**config.mk**
```make
export PLATFORM = sky130hd
export DESIGN_NAME = red_pitaya_guitar_regs
export DESIGN_NICKNAME = d
export VERILOG_FILES = /design/src/rtl/red_pitaya_guitar_pkg.sv /design/src/rtl/red_pitaya_guitar_regs_commit.sv /design/src/rtl/red_pitaya_guitar_regs.sv
export SDC_FILE = /design/constraint.sdc
export NUM_CORES = 1
export LEC_CHECK = 0
export BUFFER_PORTS_ARGS = -buffer_cell sky130_fd_sc_hd__buf_2
export CORE_MARGIN = 2
export CORE_UTILIZATION = 59
export CTS_CLUSTER_DIAMETER = 60
export DETAILED_ROUTE_END_ITERATION = 10
export PLACE_DENSITY = 0.82
export SYNTH_ARGS = -nofsm -noshare
export SYNTH_HDL_FRONTEND = slang
export SYNTH_SLANG_ARGS = --single-unit
export TNS_END_PERCENT = 30
```
**constraint.sdc**
```tcl
create_clock -name clk_i -period 3.9 [get_ports clk_i]
set_input_delay 0.195 -clock clk_i [delete_from_list [all_inputs] [get_ports clk_i]]
set_output_delay 0.195 -clock clk_i [all_outputs]
set_load 0.01 [all_outputs]
```
**src/rtl/red_pitaya_guitar_pkg.sv**
```systemverilog
// Shared definitions for the guitar effects register bank: register offsets,
// effect-select encoding, commit FSM states, parameter record and reset values.
package red_pitaya_guitar_pkg;

    // Byte offsets of the register map
    localparam logic [31:0] REG_FX_EN     = 32'h0000_0000;
    localparam logic [31:0] REG_FX_SEL    = 32'h0000_0008;
    localparam logic [31:0] REG_STATUS    = 32'h0000_0010;
    localparam logic [31:0] REG_ID        = 32'h0000_0018;
    localparam logic [31:0] REG_SMP_CNT   = 32'h0000_001C;
    localparam logic [31:0] REG_CLIP_CNT  = 32'h0000_0020;
    localparam logic [31:0] REG_DIST_GAIN = 32'h0000_0088;
    localparam logic [31:0] REG_DIST_CLIP = 32'h0000_0090;
    localparam logic [31:0] REG_DLY_LEN   = 32'h0000_0100;
    localparam logic [31:0] REG_DLY_FB    = 32'h0000_0108;
    localparam logic [31:0] REG_OCT_MIX   = 32'h0000_0180;

    typedef enum logic [1:0] {
        FX_BYPASS  = 2'd0,
        FX_DIST    = 2'd1,
        FX_DELAY   = 2'd2,
        FX_OCTAVER = 2'd3
    } fx_sel_e;

    typedef enum logic {
        ST_IDLE = 1'b0,
        ST_PEND = 1'b1
    } commit_state_e;

    // One complete set of effect parameters (used for shadow and active copies)
    typedef struct packed {
        logic        fx_en;
        fx_sel_e     fx_sel;
        logic [7:0]  dist_gain;
        logic [13:0] dist_clip;
        logic [15:0] dly_len;
        logic [7:0]  dly_fb;
        logic [7:0]  oct_mix;
    } guitar_cfg_t;

    localparam logic [13:0] DIST_CLIP_RST = 14'h1FFF;

    localparam guitar_cfg_t CFG_RST = '{
        fx_en:     1'b0,
        fx_sel:    FX_BYPASS,
        dist_gain: 8'd0,
        dist_clip: DIST_CLIP_RST,
        dly_len:   16'd0,
        dly_fb:    8'd0,
        oct_mix:   8'd0
    };

    // Replace the bytes of old_v selected by sel with the matching bytes of new_v
    function automatic logic [31:0] byte_merge(input logic [31:0] old_v,
                                               input logic [31:0] new_v,
                                               input logic [3:0]  sel);
        logic [31:0] r;
        r = old_v;
        for (int b = 0; b < 4; b++) begin
            if (sel[b]) r[b*8 +: 8] = new_v[b*8 +: 8];
        end
        return r;
    endfunction

endpackage

```
**src/rtl/red_pitaya_guitar_regs_commit.sv**
```systemverilog
// Shadow-to-active parameter commit. A bus write arms the FSM (PEND); the next
// sample strobe copies the whole shadow set into the active set at once and
// pulses cfg_upd_o, so the datapath never sees a half-updated configuration.
module red_pitaya_guitar_regs_commit
    import red_pitaya_guitar_pkg::*;
(
    input  logic        clk_i,
    input  logic        rstn_i,
    input  guitar_cfg_t shadow_i,
    input  logic        rw_wr_i,
    input  logic        sample_stb_i,
    output guitar_cfg_t active_o,
    output logic        pending_o,
    output logic        cfg_upd_o
);

    commit_state_e state_q, state_d;
    guitar_cfg_t   active_q, active_d;
    logic          upd_q, upd_d;

    // Next state: commit on strobe while pending; a write (even a coincident
    // one) leaves the FSM pending, its value goes out on the following strobe
    always_comb begin
        state_d  = state_q;
        active_d = active_q;
        upd_d    = 1'b0;
        if (state_q == ST_PEND && sample_stb_i) begin
            active_d = shadow_i;
            upd_d    = 1'b1;
            state_d  = ST_IDLE;
        end
        if (rw_wr_i) state_d = ST_PEND;
    end

    // State, active parameter set and update pulse registers
    always_ff @(posedge clk_i or negedge rstn_i) begin
        if (!rstn_i) begin
            state_q  <= ST_IDLE;
            active_q <= CFG_RST;
            upd_q    <= 1'b0;
        end else begin
            state_q  <= state_d;
            active_q <= active_d;
            upd_q    <= upd_d;
        end
    end

    assign active_o  = active_q;
    assign pending_o = (state_q == ST_PEND);
    assign cfg_upd_o = upd_q;

endmodule

```
**src/rtl/red_pitaya_guitar_regs.sv**
```systemverilog
// Guitar effects register bank on the sys bus: decodes reads/writes, holds
// shadow parameters, exposes ID/status/sample counter.
// Optional clip counter at 0x20 is built when GUITAR_REGS_CLIP_CNT_EN is defined.
module red_pitaya_guitar_regs
    import red_pitaya_guitar_pkg::*;
#(
    parameter int unsigned  ADDR_W  = 20,
    parameter logic [31:0]  ID_VAL  = 32'h4754_0001,
    parameter logic [15:0]  DLY_MAX = 16'd16383
) (
    input  logic        clk_i,
    input  logic        rstn_i,
    input  logic [31:0] sys_addr_i,
    input  logic [31:0] sys_wdata_i,
    input  logic [3:0]  sys_sel_i,
    input  logic        sys_wen_i,
    input  logic        sys_ren_i,
    output logic [31:0] sys_rdata_o,
    output logic        sys_err_o,
    output logic        sys_ack_o,
    input  logic        sample_stb_i,
    input  logic        clip_i,
    output logic        fx_en_o,
    output logic [1:0]  fx_sel_o,
    output logic [7:0]  dist_gain_o,
    output logic [13:0] dist_clip_o,
    output logic [15:0] dly_len_o,
    output logic [7:0]  dly_fb_o,
    output logic [7:0]  oct_mix_o,
    output logic        cfg_upd_o
);

    localparam logic [31:0] ADDR_MASK = (ADDR_W >= 32) ? 32'hFFFF_FFFF
                                                       : ((32'h1 << ADDR_W) - 32'h1);

    guitar_cfg_t shadow_q, shadow_d, active;
    logic        pending;
    logic [31:0] addr, old_v, merged, ro_val, rd_val, clip_val;
    logic [15:0] dly_new;
    logic        rd_req, is_rw, is_ro, rw_wr, err_d;
    logic        ack_q, ack_d, err_q;
    logic [31:0] rdata_q, rdata_d, smp_cnt_q, smp_cnt_d;

    // Address decode, byte-merged shadow update and read mux (write wins over read)
    always_comb begin
        addr     = sys_addr_i & ADDR_MASK;
        rd_req   = sys_ren_i & ~sys_wen_i;
        is_rw    = 1'b1;
        is_ro    = 1'b0;
        old_v    = '0;
        ro_val   = '0;
        case (addr)
            REG_FX_EN:     old_v = {31'b0, shadow_q.fx_en};
            REG_FX_SEL:    old_v = {30'b0, shadow_q.fx_sel};
            REG_DIST_GAIN: old_v = {24'b0, shadow_q.dist_gain};
            REG_DIST_CLIP: old_v = {18'b0, shadow_q.dist_clip};
            REG_DLY_LEN:   old_v = {16'b0, shadow_q.dly_len};
            REG_DLY_FB:    old_v = {24'b0, shadow_q.dly_fb};
            REG_OCT_MIX:   old_v = {24'b0, shadow_q.oct_mix};
            REG_STATUS:   begin is_rw = 1'b0; is_ro = 1'b1; ro_val = {30'b0, pending, active.fx_en}; end
            REG_ID:       begin is_rw = 1'b0; is_ro = 1'b1; ro_val = ID_VAL; end
            REG_SMP_CNT:  begin is_rw = 1'b0; is_ro = 1'b1; ro_val = smp_cnt_q; end
            REG_CLIP_CNT: begin is_rw = 1'b0; is_ro = 1'b1; ro_val = clip_val; end
            default:      is_rw = 1'b0;
        endcase
        rd_val  = is_rw ? old_v : ro_val;
        merged  = byte_merge(old_v, sys_wdata_i, sys_sel_i);
        dly_new = 16'(merged);
        rw_wr   = sys_wen_i & is_rw;

        shadow_d = shadow_q;
        if (rw_wr) begin
            case (addr)
                REG_FX_EN:     shadow_d.fx_en     = merged[0];
                REG_FX_SEL:    shadow_d.fx_sel    = fx_sel_e'(merged[1:0]);
                REG_DIST_GAIN: shadow_d.dist_gain = 8'(merged);
                REG_DIST_CLIP: shadow_d.dist_clip = 14'(merged);
                REG_DLY_LEN:   shadow_d.dly_len   = (dly_new > DLY_MAX) ? DLY_MAX : dly_new;
                REG_DLY_FB:    shadow_d.dly_fb    = 8'(merged);
                REG_OCT_MIX:   shadow_d.oct_mix   = 8'(merged);
                default:       shadow_d = shadow_q;
            endcase
        end

        ack_d     = sys_wen_i | sys_ren_i;
        err_d     = (sys_wen_i & ~is_rw) | (rd_req & ~is_rw & ~is_ro);
        rdata_d   = rd_req ? rd_val : 32'h0;
        smp_cnt_d = sample_stb_i ? smp_cnt_q + 32'd1 : smp_cnt_q;
    end

    // Shadow set, bus response and sample counter registers
    always_ff @(posedge clk_i or negedge rstn_i) begin
        if (!rstn_i) begin
            shadow_q  <= CFG_RST;
            ack_q     <= 1'b0;
            err_q     <= 1'b0;
            rdata_q   <= '0;
            smp_cnt_q <= '0;
        end else begin
            shadow_q  <= shadow_d;
            ack_q     <= ack_d;
            err_q     <= err_d;
            rdata_q   <= rdata_d;
            smp_cnt_q <= smp_cnt_d;
        end
    end

`ifdef GUITAR_REGS_CLIP_CNT_EN
    logic [15:0] clip_cnt_q, clip_cnt_d;

    // Saturating clip counter; a read clears it, a coincident clip restarts at 1
    always_comb begin
        clip_cnt_d = clip_cnt_q;
        if (rd_req && addr == REG_CLIP_CNT)
            clip_cnt_d = {15'b0, clip_i};
        else if (clip_i && clip_cnt_q != 16'hFFFF)
            clip_cnt_d = clip_cnt_q + 16'd1;
    end

    // Clip counter register
    always_ff @(posedge clk_i or negedge rstn_i) begin
        if (!rstn_i) clip_cnt_q <= '0;
        else         clip_cnt_q <= clip_cnt_d;
    end

    assign clip_val = {16'b0, clip_cnt_q};
`else
    logic clip_unused;
    assign clip_unused = clip_i;
    assign clip_val    = '0;
`endif

    red_pitaya_guitar_regs_commit u_commit (
        .clk_i        (clk_i),
        .rstn_i       (rstn_i),
        .shadow_i     (shadow_q),
        .rw_wr_i      (rw_wr),
        .sample_stb_i (sample_stb_i),
        .active_o     (active),
        .pending_o    (pending),
        .cfg_upd_o    (cfg_upd_o)
    );

    assign sys_ack_o   = ack_q;
    assign sys_err_o   = err_q;
    assign sys_rdata_o = rdata_q;
    assign fx_en_o     = active.fx_en;
    assign fx_sel_o    = active.fx_sel;
    assign dist_gain_o = active.dist_gain;
    assign dist_clip_o = active.dist_clip;
    assign dly_len_o   = active.dly_len;
    assign dly_fb_o    = active.dly_fb;
    assign oct_mix_o   = active.oct_mix;

endmodule

```
; ---- Word-level counts from Yosys, hierarchy flattened
; Cells that the tools add are included.
[word_totals]
in_bits = 74
register_bits = 182
[op_classes]
magnitude_cmp = 1
n_mux = 12
n_reduce_logical = 12
bitwise_logic = 10
n_addsub = 1
n_eq_ne = 10
[op_table]
columns = cell, n
row1 = case mux 16 bit (7 select lines), 1
row2 = case mux 32 bit (3 select lines), 1
row3 = 2-to-1 mux 32 bit, 2
row4 = "equality test 20 x 5 -> 1 bit, second input constant", 3
row5 = "equality test 20 x 9 -> 1 bit, second input constant", 3
row6 = "equality test 20 x 8 -> 1 bit, second input constant", 2
row7 = "adder 32 x 1 -> 32 bit, second input constant", 1
row8 = zero test 32 bit, 1
row9 = "equality test 20 x 4 -> 1 bit, second input constant", 1
row10 = "equality test 20 x 6 -> 1 bit, second input constant", 1
row11 = "> comparator 16 x 14 -> 1 bit, second input constant", 1
row12 = 2-to-1 mux 16 bit, 1
row13 = 2-to-1 mux 8 bit, 2
row14 = AND reduction 2 bit, 7
row15 = OR reduction 7 bit, 1
row16 = AND 1 bit, 5
row17 = 2-to-1 mux 1 bit, 5
row18 = OR reduction 4 bit, 1
row19 = NOT 1 bit, 3
row20 = OR 1 bit, 2
row21 = nonzero test 2 bit, 1
row22 = logical AND 1 bit, 1

; ---- Depth between registers and ports, before layout
[depth]
word_depth = 7
depth_mapped = 8
depth_no_buf = 6

; ---- By module
; Synthesis repeated with hierarchy kept, for this count alone.
[unflattened]
hier_cells = 697
hier_area_um2 = 8129.0
[by_module_without_submodules]
columns = module, instances, seq_area_each_um2, cells_each, area_per_inst_um2
row1 = red_pitaya_guitar_regs, 1, 3094.2, 571, 5855.6
row2 = red_pitaya_guitar_regs_commit, 1, 1492.7, 126, 2273.4

; ---- Worst setup path before layout
; No wires, ideal clock.
[synth_timing]
path_kind = input port to flip-flop
from = input port sys_addr_i[2]
to = register shadow_q[10] in the netlist's numbering
n_path_buf = 2
cell_stages = 8
arrival_ns = 1.767
setup_slack_ns = 1.987
cell_sequence = buf_2 > or4b_1 > nor3_4 > nor3b_2 > nand2_1 > buf_2 > nand2_1 > o21ai_0
[synth_between]
elab_chain_len = 5
elab_cells_between_ends = 13
[synth_rtl]
columns = element, line_no
row1 = from (decl), red_pitaya_guitar_regs.sv:13  ; input logic [31:0] sys_addr_i,
row2 = "equality test 20 x 9 -> 1 bit, or another cell as far along", red_pitaya_guitar_regs.sv:52  ; case (addr)
row3 = OR reduction 7 bit (no source line), -
row4 = 2-to-1 mux 1 bit, red_pitaya_guitar_regs.sv:52
row5 = AND 1 bit, red_pitaya_guitar_regs.sv:69  ; rw_wr = sys_wen_i & is_rw;
row6 = AND reduction 2 bit (no source line), -
row7 = to (signal assigned), red_pitaya_guitar_regs.sv:100  ; shadow_q <= shadow_d;
row8 = to (decl), red_pitaya_guitar_regs.sv:36  ; guitar_cfg_t shadow_q, shadow_d, active;
; Several ways; a longest one is shown, not always the timed one.
; A chain may end at the register's enable or synchronous reset.

; ---- Worst setup path after layout
[layout_timing]
from = register smp_cnt_q[5]
to = register smp_cnt_q[31]
[layout_between]
elab_chain_len = 1
[layout_rtl]
columns = element, line_no
row1 = from (decl), red_pitaya_guitar_regs.sv:42  ; logic [31:0] rdata_q, rdata_d, smp_cnt_q, smp_cnt_d;
row2 = from (signal assigned), red_pitaya_guitar_regs.sv:104  ; smp_cnt_q <= smp_cnt_d;
row3 = adder 32 x 1 -> 32 bit, red_pitaya_guitar_regs.sv:88  ; smp_cnt_d = sample_stb_i ? smp_cnt_q + 32'd1 : smp_cnt_q;
; Every way passes these cells.

==> flow_summary.ini <==
[outcome]
status = finished clean

[global_route]
grt_pass1_vias = 6064
grt_pass1_wl_mm = 31.2
track_usage_pct = 27.9
grt_max_degree = 125
grt_antenna_before_repair = 0
overflow = 0

[hold_path]
holdPathStages = 2
hp-class = in -> reg

[sta]
final_max_slew_viol_count = 0
setup_viol = 0
clock-skew-final_ns = 0.00886
finalCritPeriodShare_pct = 60.2
tns_ns = 0
rsz0062_at_grt = false
achievable-frequency_ghz = 0.426
fin_crit_ns = 2.35
whs_ns = 0.102
hold_violations = 0
layout_setup_ws_ns = 1.55
worstMarginPinSlew_ns = 1.11
slew_headroom_pct = 26.0

[synth]
syn_area_um2 = 7990
synth_xor_area_share_pct = 3.40
synth_top_family_by_area = simple AND/OR/NAND/NOR gates
syn_nets = 793
ys_ff_latch = 182
ys_warn_count = 0
ys_async_sr_fraction_pct = 100
synth-edff-count = 0
yosysUniqueCellTypes = 60
ys.flop_type = dfrtp_1
synth-compound-area-share_pct = 8.96
yosys.area_share.adder_pct = 0.157
synth.avg_cell_area_um2 = 11.1
synthSimpleGateAreaFrac_pct = 18.2
synthMuxAreaShare_pct = 9.12
synth_cells = 718
seq_area_frac_synth_pct = 57.4

[cts]
cts_tree = done
clock_path_buffers = 2
clock-sinks = 182
cts_root_buffer = clkbuf_16
clkTransAtPathRegs_ns = 0.06
clk_latency_ns = 0.44
cts_buffers = 17
h-tree-depth = 4
cts-resized-gates = 0

[placement]
dpl-instance-area_um2 = 8780
gp_congestion = 0.905
hpwl_mm = 13.1
io_buffer_count = 134
dpl_worst_slack_ns = 1.35

[floorplanning]
io_pins = 166
placementRows = 42
start_util_pct = 60.3
die_height_um = 120
core_area_um2 = 13200
die-area_um2 = 14500
fp.dieW_um = 120

[flow_run]
cap_violations = 0

[layout]
nets = 920
multi_input_area_um2 = 3190
final_area_um2 = 9490
syn_to_final_growth_pct = 18.8
mostFrequentLayoutCell = dfrtp_1
nFillCells = 977
postLayoutCoreUtil_pct = 71.6
antenna_cells = 0
seqCellArea_um2 = 4590
final_cell_mix = dfrtp_1 (156), buf_2 (133), nand2_1 (92)
drive_above_1_share_pct = 31.9

[route]
firstDrtPassIters = 5
antenna_left = 0
drt_iter0_markers = 713
wl_mm = 19.2
wire_per_inst_um = 18.6
drc = 0
via_per_inst = 5.95
vias = 6155

[power]
powerDensity_nw_per_um2 = 443
p_leak_nw = 4.70
vdd.ir_drop.worst_mv = 0.417

[critical_path]
cp-start-kind = register
cp.arrival_ns = 2.66
r2r_cells = 6
critPathKind = reg -> reg
crit_fanout = 6
required_ns = 4.21
end_kind = register
[per-stage QoR]
| step | instances | power (mW) |
|---|---|---|
| 6_report | 1034 | 4.20 |
| 3_5_place_dp | 1000 | 2.24 |
| 3_3_place_gp | 1000 | 2.23 |
| 5_1_grt | 1034 | 4.34 |
| 4_1_cts | 1034 | 4.22 |
| 2_1_floorplan | 718 | 2.13 |
[flip-flops by register name, indices dropped and copies added (netlist names)]
signal and count:
shadow_q 57, smp_cnt_q 32, sys_ack_o 1, sys_err_o 1
sys_rdata_o 32, u_commit.active_o 57, u_commit.cfg_upd_o 1, u_commit.pending_o 1
[metal layers]
metal	vias up	wire (µm)	track usage [%]
li1	2787	-	-
met1	3054	8240	39.1
met2	276	9220	43.2
met3	38	1290	6.04
met4	0	442	10.5
met5	-	0	0
[cell families (layout without fill, tap and decap cells)]
kind of cell	Yosys count	after routing
and+or+nand+nor	274	274
DFF	182	182
AOI/OAI and AO/OA	114	114
muxes	66	66
buffers and inverters	50	190
xor gates and xnor gates	31	31
adders and majority gates	1	1
[final timing paths]
path | from | to | slack, ns
setup / recovery | smp_cnt_q[5]$_DFFE_PN0P_ | smp_cnt_q[31]$_DFFE_PN0P_ | 1.55
hold / removal | sample_stb_i | smp_cnt_q[0]$_DFFE_PN0P_ | 0.10
setup reg to reg | smp_cnt_q[5]$_DFFE_PN0P_ | smp_cnt_q[31]$_DFFE_PN0P_ | 1.55
hold reg to reg | smp_cnt_q[25]$_DFFE_PN0P_ | sys_rdata_o[25]$_DFF_PN0_ | 0.48
max in group asynchronous | rstn_i | u_commit.active_o[37]$_DFFE_PN1P_ | 2.48
min in group asynchronous | rstn_i | u_commit.active_o[0]$_DFFE_PN0P_ | 0.51
[cells in the mapped netlist (3+ instances only)]
| cell | count | area (µm²) |
|---|---|---|
| mux2i_1 | 12 | 120 |
| mux2_2 | 54 | 608 |
| or3_1 | 5 | 31.3 |
| dfrtp_1 | 156 | 3900 |
| nand2b_1 | 7 | 43.8 |
| and2_1 | 15 | 93.8 |
| xnor2_1 | 19 | 166 |
| clkbuf_1 | 21 | 78.8 |
| nand4_1 | 27 | 169 |
| a22oi_1 | 8 | 60.1 |
| o21ai_2 | 6 | 52.6 |
| a21oi_1 | 24 | 120 |
| inv_1 | 16 | 60.1 |
| o21ai_0 | 39 | 195 |
| nand2_1 | 93 | 349 |
| and3_1 | 10 | 62.6 |
| o21ai_1 | 11 | 55.1 |
| nor4_4 | 3 | 63.8 |
| buf_2 | 7 | 35.0 |
| nand3_1 | 19 | 95.1 |
| xor2_1 | 12 | 105 |
| dfstp_2 | 26 | 683 |
| o41ai_1 | 5 | 43.8 |
| nor2_1 | 46 | 173 |
| nor2b_1 | 3 | 18.8 |
| a21o_1 | 9 | 67.6 |
| nor3_1 | 24 | 120 |
[what timing repair did]
action | in CTS | in global routing
hold buffers | 2 | 0
endpoints found under the setup margin | 0 | 0
buffers inserted | 0 | 0
hold endpoints to repair | 32 | 0
[layout make-up]
cell class / instances / area share, %
Timing Repair Buffer: 141 / 7.87
Tap cell: 176 / 2.32
Inverter: 17 / 0.673
Multi-Input combinational cell: 486 / 33.6
Clock inverter: 13 / 2.64
Sequential cell: 182 / 48.3
Clock buffer: 19 / 4.56
[power breakdown]
group / leakage (nW) / switching (mW) / internal [mW] / total [mW]
registers: 2.38 / 0.0561 / 1.93 / 1.99
logic: 1.99 / 0.145 / 0.0851 / 0.230
clock network: 0.332 / 0.719 / 1.27 / 1.99
[worst max-delay path, cell delays in order, from the launching register on]
cell	delay, ns
dfrtp_1	0.46
nand4_1	0.22
nor4_1	0.46
nand4_1	0.25
nor4_1	0.46
nand4_1	0.20
xnor2_1	0.17
No activity file was read; power rests on OpenSTA's default activity.
